[src/rtl/ram_arbiter_if.sv]
`timescale 1ns/1ps
// Bus bundle of the SRAM arbiter: scheduler strobes, CPU port, two Wishbone
// classic masters and the SRAM pins. The arbiter binds to the slave modport;
// whoever drives the strobes, masters and SRAM read data uses the master modport.
//
// Handshake: a Wishbone master requests by holding cyc&stb high and keeps it
// high until its one-clock ack; a request is only taken on a WB slot strobe.
// The CPU has no request line: every CPU slot strobe starts an access and
// cpu_done_o pulses for one clock when it completes.
interface ram_arbiter_if #(
    parameter int AW = 17,
    parameter int DW = 8
);
    logic          cpu_grant_i;
    logic          wb_grant_i;
    logic [AW-1:0] cpu_addr_i;
    logic          cpu_we_i;
    logic [DW-1:0] cpu_data_i;
    logic [DW-1:0] cpu_data_o;
    logic          cpu_done_o;
    logic          m0_cyc_i;
    logic          m0_stb_i;
    logic          m0_we_i;
    logic [AW-1:0] m0_adr_i;
    logic [DW-1:0] m0_dat_i;
    logic          m0_ack_o;
    logic          m1_cyc_i;
    logic          m1_stb_i;
    logic          m1_we_i;
    logic [AW-1:0] m1_adr_i;
    logic [DW-1:0] m1_dat_i;
    logic          m1_ack_o;
    logic [DW-1:0] wb_dat_o;
    logic [AW-1:0] ram_addr_o;
    logic [DW-1:0] ram_data_o;
    logic [DW-1:0] ram_data_i;
    logic          ram_oe_n_o;
    logic          ram_we_n_o;
    logic          busy_o;
    logic          overrun_o;

    modport slave (
        input  cpu_grant_i, wb_grant_i,
        input  cpu_addr_i, cpu_we_i, cpu_data_i,
        output cpu_data_o, cpu_done_o,
        input  m0_cyc_i, m0_stb_i, m0_we_i, m0_adr_i, m0_dat_i,
        output m0_ack_o,
        input  m1_cyc_i, m1_stb_i, m1_we_i, m1_adr_i, m1_dat_i,
        output m1_ack_o,
        output wb_dat_o,
        output ram_addr_o, ram_data_o,
        input  ram_data_i,
        output ram_oe_n_o, ram_we_n_o,
        output busy_o, overrun_o
    );

    modport master (
        output cpu_grant_i, wb_grant_i,
        output cpu_addr_i, cpu_we_i, cpu_data_i,
        input  cpu_data_o, cpu_done_o,
        output m0_cyc_i, m0_stb_i, m0_we_i, m0_adr_i, m0_dat_i,
        input  m0_ack_o,
        output m1_cyc_i, m1_stb_i, m1_we_i, m1_adr_i, m1_dat_i,
        input  m1_ack_o,
        input  wb_dat_o,
        input  ram_addr_o, ram_data_o,
        output ram_data_i,
        input  ram_oe_n_o, ram_we_n_o,
        input  busy_o, overrun_o
    );
endinterface

[src/rtl/ram_arbiter.sv]
`timescale 1ns/1ps
// SRAM port owner. Turns CPU and Wishbone slot strobes from the cycle
// scheduler into fixed-length SRAM cycles: IDLE -> ACCESS (ACCESS_CYCLES
// clocks) -> DONE (1 clock) -> IDLE. Two Wishbone masters share the WB slot
// round-robin. Every output is a register.
// ACCESS_CYCLES must lie in 3..6 so that access plus overhead fits the
// 8-clock WB slot spacing and the write pulse (counts 1..N-2) is non-empty.
module ram_arbiter #(
    parameter int ACCESS_CYCLES = 4,
    parameter int ADDR_WIDTH    = 17,
    parameter int DATA_WIDTH    = 8
) (
    input  logic          clock_i,
    input  logic          reset_n_i,
    ram_arbiter_if.slave  bus,
    output logic [1:0]    dbg_state_o
);

    typedef enum logic [1:0] {
        ST_IDLE   = 2'd0,
        ST_ACCESS = 2'd1,
        ST_DONE   = 2'd2
    } state_t;

    localparam int CW = 3;
    localparam logic [CW-1:0] LAST_CNT    = CW'(ACCESS_CYCLES - 1);
    localparam logic [CW-1:0] WE_LAST_CNT = CW'(ACCESS_CYCLES - 2);

    // FSM state and access counter
    state_t          r_state;
    state_t          w_state_nxt;
    logic [CW-1:0]   r_cnt;
    logic [CW-1:0]   w_cnt_nxt;
    logic [CW-1:0]   w_cnt_inc;

    // Access context latched at grant
    logic            r_owner_cpu, w_owner_cpu_nxt;
    logic            r_owner_m1,  w_owner_m1_nxt;
    logic            r_we,        w_we_nxt;
    logic            r_abort,     w_abort_nxt;
    logic            r_rr_m1,     w_rr_m1_nxt;

    // Registered outputs
    logic [ADDR_WIDTH-1:0] r_ram_addr, w_ram_addr_nxt;
    logic [DATA_WIDTH-1:0] r_ram_data, w_ram_data_nxt;
    logic                  r_oe_n,     w_oe_n_nxt;
    logic                  r_we_n,     w_we_n_nxt;
    logic [DATA_WIDTH-1:0] r_cpu_data, w_cpu_data_nxt;
    logic                  r_cpu_done, w_cpu_done_nxt;
    logic [DATA_WIDTH-1:0] r_wb_dat,   w_wb_dat_nxt;
    logic                  r_m0_ack,   w_m0_ack_nxt;
    logic                  r_m1_ack,   w_m1_ack_nxt;
    logic                  r_busy,     w_busy_nxt;
    logic                  r_overrun,  w_overrun_nxt;

    // Request decode
    logic                  w_idle;
    logic                  w_m0_req;
    logic                  w_m1_req;
    logic                  w_own_req;
    logic                  w_cpu_start;
    logic                  w_wb_start;
    logic                  w_start;
    logic                  w_pick_m1;
    logic                  w_last;
    logic                  w_sel_we;
    logic [ADDR_WIDTH-1:0] w_sel_addr;
    logic [DATA_WIDTH-1:0] w_sel_data;

    assign w_idle      = (r_state == ST_IDLE);
    assign w_m0_req    = bus.m0_cyc_i & bus.m0_stb_i;
    assign w_m1_req    = bus.m1_cyc_i & bus.m1_stb_i;
    assign w_own_req   = r_owner_m1 ? w_m1_req : w_m0_req;
    // CPU wins a same-clock collision; the WB strobe is then simply dropped.
    assign w_cpu_start = w_idle & bus.cpu_grant_i;
    assign w_wb_start  = w_idle & bus.wb_grant_i & ~bus.cpu_grant_i & (w_m0_req | w_m1_req);
    assign w_start     = w_cpu_start | w_wb_start;
    // With both masters pending the pointer decides, otherwise the lone requester.
    assign w_pick_m1   = (w_m0_req & w_m1_req) ? r_rr_m1 : w_m1_req;
    assign w_last      = (r_state == ST_ACCESS) && (r_cnt == LAST_CNT);
    assign w_cnt_inc   = r_cnt + CW'(1);

    assign w_sel_we    = w_cpu_start ? bus.cpu_we_i   : (w_pick_m1 ? bus.m1_we_i  : bus.m0_we_i);
    assign w_sel_addr  = w_cpu_start ? bus.cpu_addr_i : (w_pick_m1 ? bus.m1_adr_i : bus.m0_adr_i);
    assign w_sel_data  = w_cpu_start ? bus.cpu_data_i : (w_pick_m1 ? bus.m1_dat_i : bus.m0_dat_i);

    // State register and access counter
    always_ff @(posedge clock_i or negedge reset_n_i) begin
        if (!reset_n_i) begin
            r_state <= ST_IDLE;
            r_cnt   <= '0;
        end else begin
            r_state <= w_state_nxt;
            r_cnt   <= w_cnt_nxt;
        end
    end

    // Next-state logic: fixed-length access, then one DONE clock
    always_comb begin
        w_state_nxt = r_state;
        w_cnt_nxt   = r_cnt;
        case (r_state)
            ST_IDLE: begin
                if (w_start) begin
                    w_state_nxt = ST_ACCESS;
                    w_cnt_nxt   = '0;
                end
            end
            ST_ACCESS: begin
                if (w_last) begin
                    w_state_nxt = ST_DONE;
                    w_cnt_nxt   = '0;
                end else begin
                    w_cnt_nxt   = w_cnt_inc;
                end
            end
            ST_DONE: begin
                w_state_nxt = ST_IDLE;
            end
            default: begin
                w_state_nxt = ST_IDLE;
                w_cnt_nxt   = '0;
            end
        endcase
    end

    // Output logic: next values of the registered outputs and access context
    always_comb begin
        w_owner_cpu_nxt = r_owner_cpu;
        w_owner_m1_nxt  = r_owner_m1;
        w_we_nxt        = r_we;
        w_abort_nxt     = r_abort;
        w_rr_m1_nxt     = r_rr_m1;
        w_ram_addr_nxt  = r_ram_addr;
        w_ram_data_nxt  = r_ram_data;
        w_cpu_data_nxt  = r_cpu_data;
        w_wb_dat_nxt    = r_wb_dat;
        w_oe_n_nxt      = 1'b1;
        w_we_n_nxt      = 1'b1;
        w_cpu_done_nxt  = 1'b0;
        w_m0_ack_nxt    = 1'b0;
        w_m1_ack_nxt    = 1'b0;
        w_busy_nxt      = (w_state_nxt != ST_IDLE);
        // Any strobe outside IDLE is lost; flag it until reset.
        w_overrun_nxt   = r_overrun | (~w_idle & (bus.cpu_grant_i | bus.wb_grant_i));

        case (r_state)
            ST_IDLE: begin
                if (w_start) begin
                    w_owner_cpu_nxt = w_cpu_start;
                    w_owner_m1_nxt  = w_cpu_start ? 1'b0 : w_pick_m1;
                    w_we_nxt        = w_sel_we;
                    w_abort_nxt     = 1'b0;
                    w_ram_addr_nxt  = w_sel_addr;
                    if (w_sel_we) begin
                        w_ram_data_nxt = w_sel_data;
                    end
                    // Count 0: output enable for reads, write strobe not yet.
                    w_oe_n_nxt      = w_sel_we;
                end
                if (w_wb_start) begin
                    w_rr_m1_nxt = ~w_pick_m1;
                end
            end
            ST_ACCESS: begin
                // A WB owner that lets go of cyc&stb loses its ack for good.
                w_abort_nxt = r_abort | (~r_owner_cpu & ~w_own_req);
                if (!w_last) begin
                    w_oe_n_nxt = r_we;
                    // Write strobe sits inside the access: counts 1..N-2.
                    w_we_n_nxt = ~(r_we && (w_cnt_inc <= WE_LAST_CNT));
                end else begin
                    if (!r_we) begin
                        if (r_owner_cpu) begin
                            w_cpu_data_nxt = bus.ram_data_i;
                        end else begin
                            w_wb_dat_nxt   = bus.ram_data_i;
                        end
                    end
                    w_cpu_done_nxt = r_owner_cpu;
                    if (!r_owner_cpu && !r_abort && w_own_req) begin
                        w_m0_ack_nxt = ~r_owner_m1;
                        w_m1_ack_nxt = r_owner_m1;
                    end
                end
            end
            default: begin
            end
        endcase
    end

    // Output and context registers
    always_ff @(posedge clock_i or negedge reset_n_i) begin
        if (!reset_n_i) begin
            r_owner_cpu <= 1'b0;
            r_owner_m1  <= 1'b0;
            r_we        <= 1'b0;
            r_abort     <= 1'b0;
            r_rr_m1     <= 1'b0;
            r_ram_addr  <= '0;
            r_ram_data  <= '0;
            r_oe_n      <= 1'b1;
            r_we_n      <= 1'b1;
            r_cpu_data  <= '0;
            r_cpu_done  <= 1'b0;
            r_wb_dat    <= '0;
            r_m0_ack    <= 1'b0;
            r_m1_ack    <= 1'b0;
            r_busy      <= 1'b0;
            r_overrun   <= 1'b0;
        end else begin
            r_owner_cpu <= w_owner_cpu_nxt;
            r_owner_m1  <= w_owner_m1_nxt;
            r_we        <= w_we_nxt;
            r_abort     <= w_abort_nxt;
            r_rr_m1     <= w_rr_m1_nxt;
            r_ram_addr  <= w_ram_addr_nxt;
            r_ram_data  <= w_ram_data_nxt;
            r_oe_n      <= w_oe_n_nxt;
            r_we_n      <= w_we_n_nxt;
            r_cpu_data  <= w_cpu_data_nxt;
            r_cpu_done  <= w_cpu_done_nxt;
            r_wb_dat    <= w_wb_dat_nxt;
            r_m0_ack    <= w_m0_ack_nxt;
            r_m1_ack    <= w_m1_ack_nxt;
            r_busy      <= w_busy_nxt;
            r_overrun   <= w_overrun_nxt;
        end
    end

    assign bus.ram_addr_o = r_ram_addr;
    assign bus.ram_data_o = r_ram_data;
    assign bus.ram_oe_n_o = r_oe_n;
    assign bus.ram_we_n_o = r_we_n;
    assign bus.cpu_data_o = r_cpu_data;
    assign bus.cpu_done_o = r_cpu_done;
    assign bus.wb_dat_o   = r_wb_dat;
    assign bus.m0_ack_o   = r_m0_ack;
    assign bus.m1_ack_o   = r_m1_ack;
    assign bus.busy_o     = r_busy;
    assign bus.overrun_o  = r_overrun;
    assign dbg_state_o    = r_state;

endmodule

[src/flat_wrapper.sv]
// flat-port wrapper written by rule: the top's interface ports become plain ports
module ram_arbiter_flat 
#(
    parameter int ACCESS_CYCLES = 4,
    parameter int ADDR_WIDTH    = 17,
    parameter int DATA_WIDTH    = 8
)
  (clock_i, reset_n_i, dbg_state_o, bus_cpu_grant_i, bus_wb_grant_i, bus_cpu_addr_i, bus_cpu_we_i, bus_cpu_data_i, bus_cpu_data_o, bus_cpu_done_o, bus_m0_cyc_i, bus_m0_stb_i, bus_m0_we_i, bus_m0_adr_i, bus_m0_dat_i, bus_m0_ack_o, bus_m1_cyc_i, bus_m1_stb_i, bus_m1_we_i, bus_m1_adr_i, bus_m1_dat_i, bus_m1_ack_o, bus_wb_dat_o, bus_ram_addr_o, bus_ram_data_o, bus_ram_data_i, bus_ram_oe_n_o, bus_ram_we_n_o, bus_busy_o, bus_overrun_o);
  ram_arbiter_if #(.AW(17), .DW(8)) bus_i ();
  input  logic clock_i;
  input  logic reset_n_i;
  output logic [1:0] dbg_state_o;
  input wire logic [$bits(bus_i.cpu_grant_i)-1:0] bus_cpu_grant_i;
  input wire logic [$bits(bus_i.wb_grant_i)-1:0] bus_wb_grant_i;
  input wire logic [$bits(bus_i.cpu_addr_i)-1:0] bus_cpu_addr_i;
  input wire logic [$bits(bus_i.cpu_we_i)-1:0] bus_cpu_we_i;
  input wire logic [$bits(bus_i.cpu_data_i)-1:0] bus_cpu_data_i;
  output wire logic [$bits(bus_i.cpu_data_o)-1:0] bus_cpu_data_o;
  output wire logic [$bits(bus_i.cpu_done_o)-1:0] bus_cpu_done_o;
  input wire logic [$bits(bus_i.m0_cyc_i)-1:0] bus_m0_cyc_i;
  input wire logic [$bits(bus_i.m0_stb_i)-1:0] bus_m0_stb_i;
  input wire logic [$bits(bus_i.m0_we_i)-1:0] bus_m0_we_i;
  input wire logic [$bits(bus_i.m0_adr_i)-1:0] bus_m0_adr_i;
  input wire logic [$bits(bus_i.m0_dat_i)-1:0] bus_m0_dat_i;
  output wire logic [$bits(bus_i.m0_ack_o)-1:0] bus_m0_ack_o;
  input wire logic [$bits(bus_i.m1_cyc_i)-1:0] bus_m1_cyc_i;
  input wire logic [$bits(bus_i.m1_stb_i)-1:0] bus_m1_stb_i;
  input wire logic [$bits(bus_i.m1_we_i)-1:0] bus_m1_we_i;
  input wire logic [$bits(bus_i.m1_adr_i)-1:0] bus_m1_adr_i;
  input wire logic [$bits(bus_i.m1_dat_i)-1:0] bus_m1_dat_i;
  output wire logic [$bits(bus_i.m1_ack_o)-1:0] bus_m1_ack_o;
  output wire logic [$bits(bus_i.wb_dat_o)-1:0] bus_wb_dat_o;
  output wire logic [$bits(bus_i.ram_addr_o)-1:0] bus_ram_addr_o;
  output wire logic [$bits(bus_i.ram_data_o)-1:0] bus_ram_data_o;
  input wire logic [$bits(bus_i.ram_data_i)-1:0] bus_ram_data_i;
  output wire logic [$bits(bus_i.ram_oe_n_o)-1:0] bus_ram_oe_n_o;
  output wire logic [$bits(bus_i.ram_we_n_o)-1:0] bus_ram_we_n_o;
  output wire logic [$bits(bus_i.busy_o)-1:0] bus_busy_o;
  output wire logic [$bits(bus_i.overrun_o)-1:0] bus_overrun_o;
  assign bus_i.cpu_grant_i = bus_cpu_grant_i;
  assign bus_i.wb_grant_i = bus_wb_grant_i;
  assign bus_i.cpu_addr_i = bus_cpu_addr_i;
  assign bus_i.cpu_we_i = bus_cpu_we_i;
  assign bus_i.cpu_data_i = bus_cpu_data_i;
  assign bus_cpu_data_o = bus_i.cpu_data_o;
  assign bus_cpu_done_o = bus_i.cpu_done_o;
  assign bus_i.m0_cyc_i = bus_m0_cyc_i;
  assign bus_i.m0_stb_i = bus_m0_stb_i;
  assign bus_i.m0_we_i = bus_m0_we_i;
  assign bus_i.m0_adr_i = bus_m0_adr_i;
  assign bus_i.m0_dat_i = bus_m0_dat_i;
  assign bus_m0_ack_o = bus_i.m0_ack_o;
  assign bus_i.m1_cyc_i = bus_m1_cyc_i;
  assign bus_i.m1_stb_i = bus_m1_stb_i;
  assign bus_i.m1_we_i = bus_m1_we_i;
  assign bus_i.m1_adr_i = bus_m1_adr_i;
  assign bus_i.m1_dat_i = bus_m1_dat_i;
  assign bus_m1_ack_o = bus_i.m1_ack_o;
  assign bus_wb_dat_o = bus_i.wb_dat_o;
  assign bus_ram_addr_o = bus_i.ram_addr_o;
  assign bus_ram_data_o = bus_i.ram_data_o;
  assign bus_i.ram_data_i = bus_ram_data_i;
  assign bus_ram_oe_n_o = bus_i.ram_oe_n_o;
  assign bus_ram_we_n_o = bus_i.ram_we_n_o;
  assign bus_busy_o = bus_i.busy_o;
  assign bus_overrun_o = bus_i.overrun_o;
  ram_arbiter #(.ACCESS_CYCLES(ACCESS_CYCLES), .ADDR_WIDTH(ADDR_WIDTH), .DATA_WIDTH(DATA_WIDTH)) u_core (.clock_i(clock_i), .reset_n_i(reset_n_i), .bus(bus_i), .dbg_state_o(dbg_state_o));
endmodule
[config.mk]
export PLATFORM = sky130hd
export DESIGN_NAME = ram_arbiter_flat
export DESIGN_NICKNAME = d
export VERILOG_FILES = /design/src/rtl/ram_arbiter_if.sv /design/src/rtl/ram_arbiter.sv /design/src/flat_wrapper.sv
export SDC_FILE = /design/constraint.sdc
export NUM_CORES = 1
export LEC_CHECK = 0
export ABC_CLOCK_PERIOD_IN_PS = 3500
export CORE_AREA = 2 2 89 91
export DETAILED_ROUTE_END_ITERATION = 8
export DIE_AREA = 0 0 91 93
export PLACE_DENSITY = 0.87
export SLEW_MARGIN = 20
export SYNTH_ARGS = -nofsm -noshare
export SYNTH_HDL_FRONTEND = slang
export SYNTH_SLANG_ARGS = --single-unit
[constraint.sdc]
create_clock -name clock_i -period 3.5 [get_ports clock_i]
set_input_delay 0.525 -clock clock_i [delete_from_list [all_inputs] [get_ports clock_i]]
set_output_delay 0.525 -clock clock_i [all_outputs]
set_load 0.02 [all_outputs]
; ---- Yosys cells after proc, flatten, opt, wreduce, memory -nomap -nowiden
; Cells that the tools add are included.
[classes]
reduce_logical = 16
n_lt_le_gt_ge = 1
addsub = 1
eq_ne = 4
bitwise = 23
n_mux = 30
[op_table]
columns = cell, n
row1 = 2-to-1 mux 17 bit, 2
row2 = 2-to-1 mux 1 bit, 18
row3 = 2-to-1 mux 8 bit, 2
row4 = AND 1 bit, 9
row5 = inverter 1 bit, 9
row6 = case mux 3 bit (3 select lines), 1
row7 = AND reduction 2 bit, 4
row8 = AND reduction 4 bit, 2
row9 = 2-to-1 mux 3 bit, 2
row10 = OR 1 bit, 5
row11 = logical AND 1 bit, 4
row12 = 2-to-1 mux 2 bit, 2
row13 = case mux 1 bit (2 select lines), 2
row14 = case mux 2 bit (2 select lines), 1
row15 = nonzero test 2 bit, 2
row16 = adder 3 x 1 -> 3 bit (second input constant), 1
row17 = == test 3 x 2 -> 1 bit (second input constant), 1
row18 = less-or-equal comparator 3 x 2 -> 1 bit (second input constant), 1
row19 = AND reduction 3 bit, 1
row20 = == test 2 x 1 -> 1 bit (second input constant), 1
row21 = == test 2 bit (second input constant), 1
row22 = logical NOT 1 bit, 2
row23 = logical NOT 2 bit, 1
row24 = inequality test 2 bit (second input constant), 1
[totals]
register_bits = 58
input_bits = 94
word_cells = 93

; ---- Longest topological paths before layout
[logic_depth]
word_depth = 8
depth_mapped = 7
depth_no_buf = 5

; ---- Least setup slack after synthesis
; OpenSTA, ideal clock, no wires.
[synth_timing]
path_type = input to register
startpoint = in bus_m0_cyc_i
endpoint = reg u_core.r_ram_data[0] (netlist: u_core.bus.ram_data_o[0])
arrival_time_ns = 1.661
path_stages = 7
t_required_ns = 3.375
path_slack_ns = 1.714
n_path_buf = 2
cell_sequence = nand2_2 o21bai_4 buf_12 mux2i_1 o21a_1 buf_6 mux2_4
[synth_between]
elab_chain_cells = 6
elab_cells_between_ends = 11
[synth_lines]
columns = element, line
row1 = start: declaration, flat_wrapper.sv:20  ; input wire logic [$bits(bus_i.m0_cyc_i)-1:0] bus_m0_cyc_i;
row2 = AND 1 bit *, ram_arbiter.sv:71  ; assign w_m0_req = bus.m0_cyc_i & bus.m0_stb_i;
row3 = AND 1 bit, ram_arbiter.sv:79  ; assign w_pick_m1 = (w_m0_req & w_m1_req) ? r_rr_m1 : w_m1_req;
row4 = 2-to-1 mux 1 bit, ram_arbiter.sv:79
row5 = 2-to-1 mux 1 bit (2 in series), ram_arbiter.sv:83  ; assign w_sel_we = w_cpu_start ? bus.cpu_we_i : (w_pick_m1 ? bus.m1_we_i : bus.m0_we_i);
row6 = AND reduction 3 bit (no line), n/a
row7 = end signal: assignment, ram_arbiter.sv:218  ; r_ram_data <= w_ram_data_nxt;
row8 = end: declaration, ram_arbiter.sv:45  ; logic [DATA_WIDTH-1:0] r_ram_data, w_ram_data_nxt;
; Every way passes the cells marked *; elsewhere a longest branch is shown, timed or not.
; A chain may end at the register's enable or synchronous reset.

; ---- Worst setup path after layout
[layout_timing]
startpoint = in bus_cpu_grant_i
endpoint = reg u_core.r_ram_addr[7] (netlist: u_core.bus.ram_addr_o[7])
[layout_between]
elab_chain_cells = 5
elab_cells_between_ends = 7
[layout_lines]
columns = element, line
row1 = start: declaration, flat_wrapper.sv:13  ; input wire logic [$bits(bus_i.cpu_grant_i)-1:0] bus_cpu_grant_i;
row2 = inverter 1 bit, ram_arbiter.sv:76  ; assign w_wb_start = w_idle & bus.wb_grant_i & ~bus.cpu_grant_i & (w_m0_req | w_m1_req);
row3 = AND 1 bit (2 in series), ram_arbiter.sv:76
row4 = OR 1 bit, ram_arbiter.sv:77  ; assign w_start = w_cpu_start | w_wb_start;
row5 = AND reduction 2 bit (no line), n/a
row6 = end signal: assignment, ram_arbiter.sv:217  ; r_ram_addr <= w_ram_addr_nxt;
row7 = end: declaration, ram_arbiter.sv:44  ; logic [ADDR_WIDTH-1:0] r_ram_addr, w_ram_addr_nxt;
; Several ways; a longest one is shown, not always the timed one.

==> results.sh <==
export IMPL_via_per_inst=4.91
export IMPL_slowest_delay_ps=660
export IMPL_yosys_warnings=0
export IMPL_post_cts_resized=0
export IMPL_ant_nets=0
export IMPL_fp_dieH_um=93
export IMPL_dieArea_um2=8460
export IMPL_syn_inst=247
export IMPL_seq_area_um2=1450
export IMPL_grt_util_met3_pct=5.24
export IMPL_ios=144
export IMPL_vdd_ir_drop_max_uv=340
export IMPL_drive_above_1_share_pct=13.9
export IMPL_fillers=645
export IMPL_drtIter0Drc=64
export IMPL_hold_path_class="primary input to async pin"
export IMPL_finalSetupTns_ps=0
export IMPL_drt_total_wl_um=7740
export IMPL_p_total_mw=3.71
export IMPL_yosys_register_bits=58
export IMPL_worstSetupPathType="primary input to register"
export IMPL_numCtsBuffers=9
export IMPL_area_growth_syn_to_layout_pct=57.4
export IMPL_clkTransAtPathRegs_ps=70
export IMPL_async_flop_share_pct=100
export IMPL_post_route_period_util_pct=70.7
export IMPL_multi_input_area_um2=1350
export IMPL_leakage_nw=2.17
export IMPL_ys_flop_type="dfrtp_1"
export IMPL_worst_path_max_delay_cell="a21boi_4"
export IMPL_first_global_vias=2656
export IMPL_cts_hold_buf=0
export IMPL_crit_family="compound AO/OA/AOI/OAI gates"
export IMPL_period_minus_slack_ps=2480
export IMPL_top_usage_layer="met2"
export IMPL_p_clk_share_pct=19.5
export IMPL_combPwrFrac_pct=48.4
export IMPL_syn_nets=344
export IMPL_arrival_ps=2740
export IMPL_drtPass1Iterations=4
export IMPL_sequentialPowerShare_pct=32.1
export IMPL_worstPathRequired_ps=3760
export IMPL_h_tree_depth=3
export IMPL_slew_viol_final=0
export IMPL_overflow=0
export IMPL_dpl_hpwl_um=5810
export IMPL_cts_tree="built"
export IMPL_switchingPower_mw=1.29
export IMPL_fp_row_count=32
export IMPL_nets=487
export IMPL_cap_violations=0
export IMPL_postCtsSetupBuffers=0
export IMPL_cts_path_max_buffers=2
export IMPL_grt_pass1_wl_um=12700
export IMPL_cts_root_buffer="clkbuf_8"
export IMPL_max_freq_mhz=404
export IMPL_grtUsageMet2_pct=34.0
export IMPL_place_congestion=0.769
export IMPL_grt_use_met1_pct=21.5
export IMPL_cp_num_buf_inv=2
export IMPL_cp_start_kind="primary input"
export IMPL_dieWidth_um=91
export IMPL_antenna_found_initial=0
export IMPL_switching_share_pct=34.7
export IMPL_crit_path_end_kind="register"
export IMPL_initial_core_util_pct=39.1
export IMPL_hold_viol_final=0
export IMPL_synth_area_um2=2950
export IMPL_cp_max_fo=27
export IMPL_power_density_nw_per_um2=800
export IMPL_rsz0062_at_grt="no"
export IMPL_drc=0
export IMPL_finalClockSkew_ps=7.58
export IMPL_grt_max_degree=40
export IMPL_vias=2440
export IMPL_wl_per_cell_um=15.6
export IMPL_cp_cell_sequence="clkdlybuf4s50_1 -> nor4b_4 -> a21boi_4 -> buf_4 -> o21ai_1 -> a21oi_1 -> a21o_1"
export IMPL_syn_avg_cell_area_um2=11.9
export IMPL_final_common_cell="clkdlybuf4s50_1"
export IMPL_clkSinkCount=58
export IMPL_synth_edff_count=0
export IMPL_synth_distinct_cells=39
export IMPL_port_buffers=143
export IMPL_insertion_delay_ps=320
export IMPL_p_int_mw=2.42
export IMPL_maxSlewHeadroom_pct=31.4
export IMPL_max_slew_worst_pin_slew_ps=1030
export IMPL_diodes=0
export IMPL_status="finished clean"
export IMPL_finalSetupViolations=0
export IMPL_layout_common_cells="142 x clkdlybuf4s50_1, 56 x dfrtp_1, 26 x mux2i_1"
export IMPL_gr_usage_all_layers_pct=19.0
export IMPL_core_um2=7530
export IMPL_ys_seq_area_share_pct=49.4
==> final timing paths <==
path,startpoint,end,slack (ps),depth (start not counted)
setup / recovery,bus_cpu_grant_i,u_core.bus.ram_addr_o[7],1020,7
hold / removal,reset_n_i,u_core.bus.ram_data_o[6],330,1
setup reg to reg,u_core.dbg_state_o[0],u_core.bus.ram_addr_o[7],1180,6
hold reg to reg,u_core.r_abort,u_core.bus.m0_ack_o,480,1
max in group asynchronous,reset_n_i,u_core.bus.ram_we_n_o,2300,2
min in group clock_i,u_core.r_abort,u_core.bus.m0_ack_o,480,1
==> power by group through the flow <==
stage,Combinational [mW],Clock [mW],Sequential [mW]
after floorplan,0.712,0,1.50
after global placement,1.76,0,1.19
after detailed placement,1.81,0,1.19
after CTS,1.81,0.748,1.19
after global routing,1.92,0.778,1.23
final,1.79,0.724,1.19
==> sequential cells by signal, summed over array words and instances, names as in the netlist <==
| register | count |
|---|---|
| u_core.bus.m0_ack_o | 1 |
| u_core.bus.m1_ack_o | 1 |
| u_core.bus.ram_addr_o | 17 |
| u_core.bus.wb_dat_o | 8 |
| u_core.r_owner_cpu | 1 |
| u_core.dbg_state_o | 2 |
| u_core.bus.ram_data_o | 8 |
| u_core.r_rr_m1 | 1 |
| u_core.bus.cpu_done_o | 1 |
| u_core.bus.ram_oe_n_o | 1 |
| u_core.r_cnt | 3 |
| u_core.r_owner_m1 | 1 |
| u_core.r_we | 1 |
| u_core.bus.cpu_data_o | 8 |
| u_core.bus.ram_we_n_o | 1 |
| u_core.r_abort | 1 |
| u_core.bus.overrun_o | 1 |
| u_core.bus.busy_o | 1 |
==> per-stage QoR <==
stage,hold slack (ps),util (%),cell area [um2],worst slack [ps],cells
floorplan,229,-,2950,1710,247
global placement,449,58.5,4400,812,481
detailed placement,457,58.5,4400,685,481
CTS,334,61.6,4640,1040,497
global route,376,61.6,4640,886,497
finish,332,61.6,4640,1020,497
==> cells by family (layout without fill, tap and decap cells) <==
group           Yosys count  count (layout)  share of synthesized area (%)
buf+inv                  19             167                           4.80
simple gates             44              44                           8.20
mux                      50              50                           21.1
compound gates           73              73                           15.3
flops                    58              58                           49.4
fa+ha+maj                 3               3                           1.27
==> cell usage after synthesis (2+ instances only) <==
library cell	count	area, um2
buf_6	5	56.3
a21oi_1	18	90.1
a21o_1	17	128
and2_1	2	12.5
mux2_4	24	360
dfrtp_1	56	1400
nand2_1	19	71.3
o21ai_1	22	110
inv_1	4	15.0
nor4_1	2	12.5
dfstp_2	2	52.6
buf_2	4	20.0
nor2_1	7	26.3
clkbuf_1	2	7.51
o21ai_0	8	40.0
nand2_2	3	18.8
buf_4	3	22.5
mux2i_1	26	260
ha_1	3	37.5
==> layout make-up <==
cell class | instances | share of cell area [%]
repair buffers | 147 | 31.4
flip-flops and latches | 58 | 31.4
clock buffers | 10 | 2.75
inverters | 4 | 0.324
clock inverters | 6 | 2.27
multi-input cells | 170 | 29.1
well taps | 102 | 2.75
==> routing by layer <==
| metal | part of all wire (%) | up-vias |
|---|---|---|
| met5 | 0 | - |
| met4 | 1.7 | 0 |
| met3 | 6.8 | 12 |
| met2 | 52 | 86 |
| met1 | 40 | 1177 |
| li1 | - | 1165 |
(Power assumes the default switching activity.)
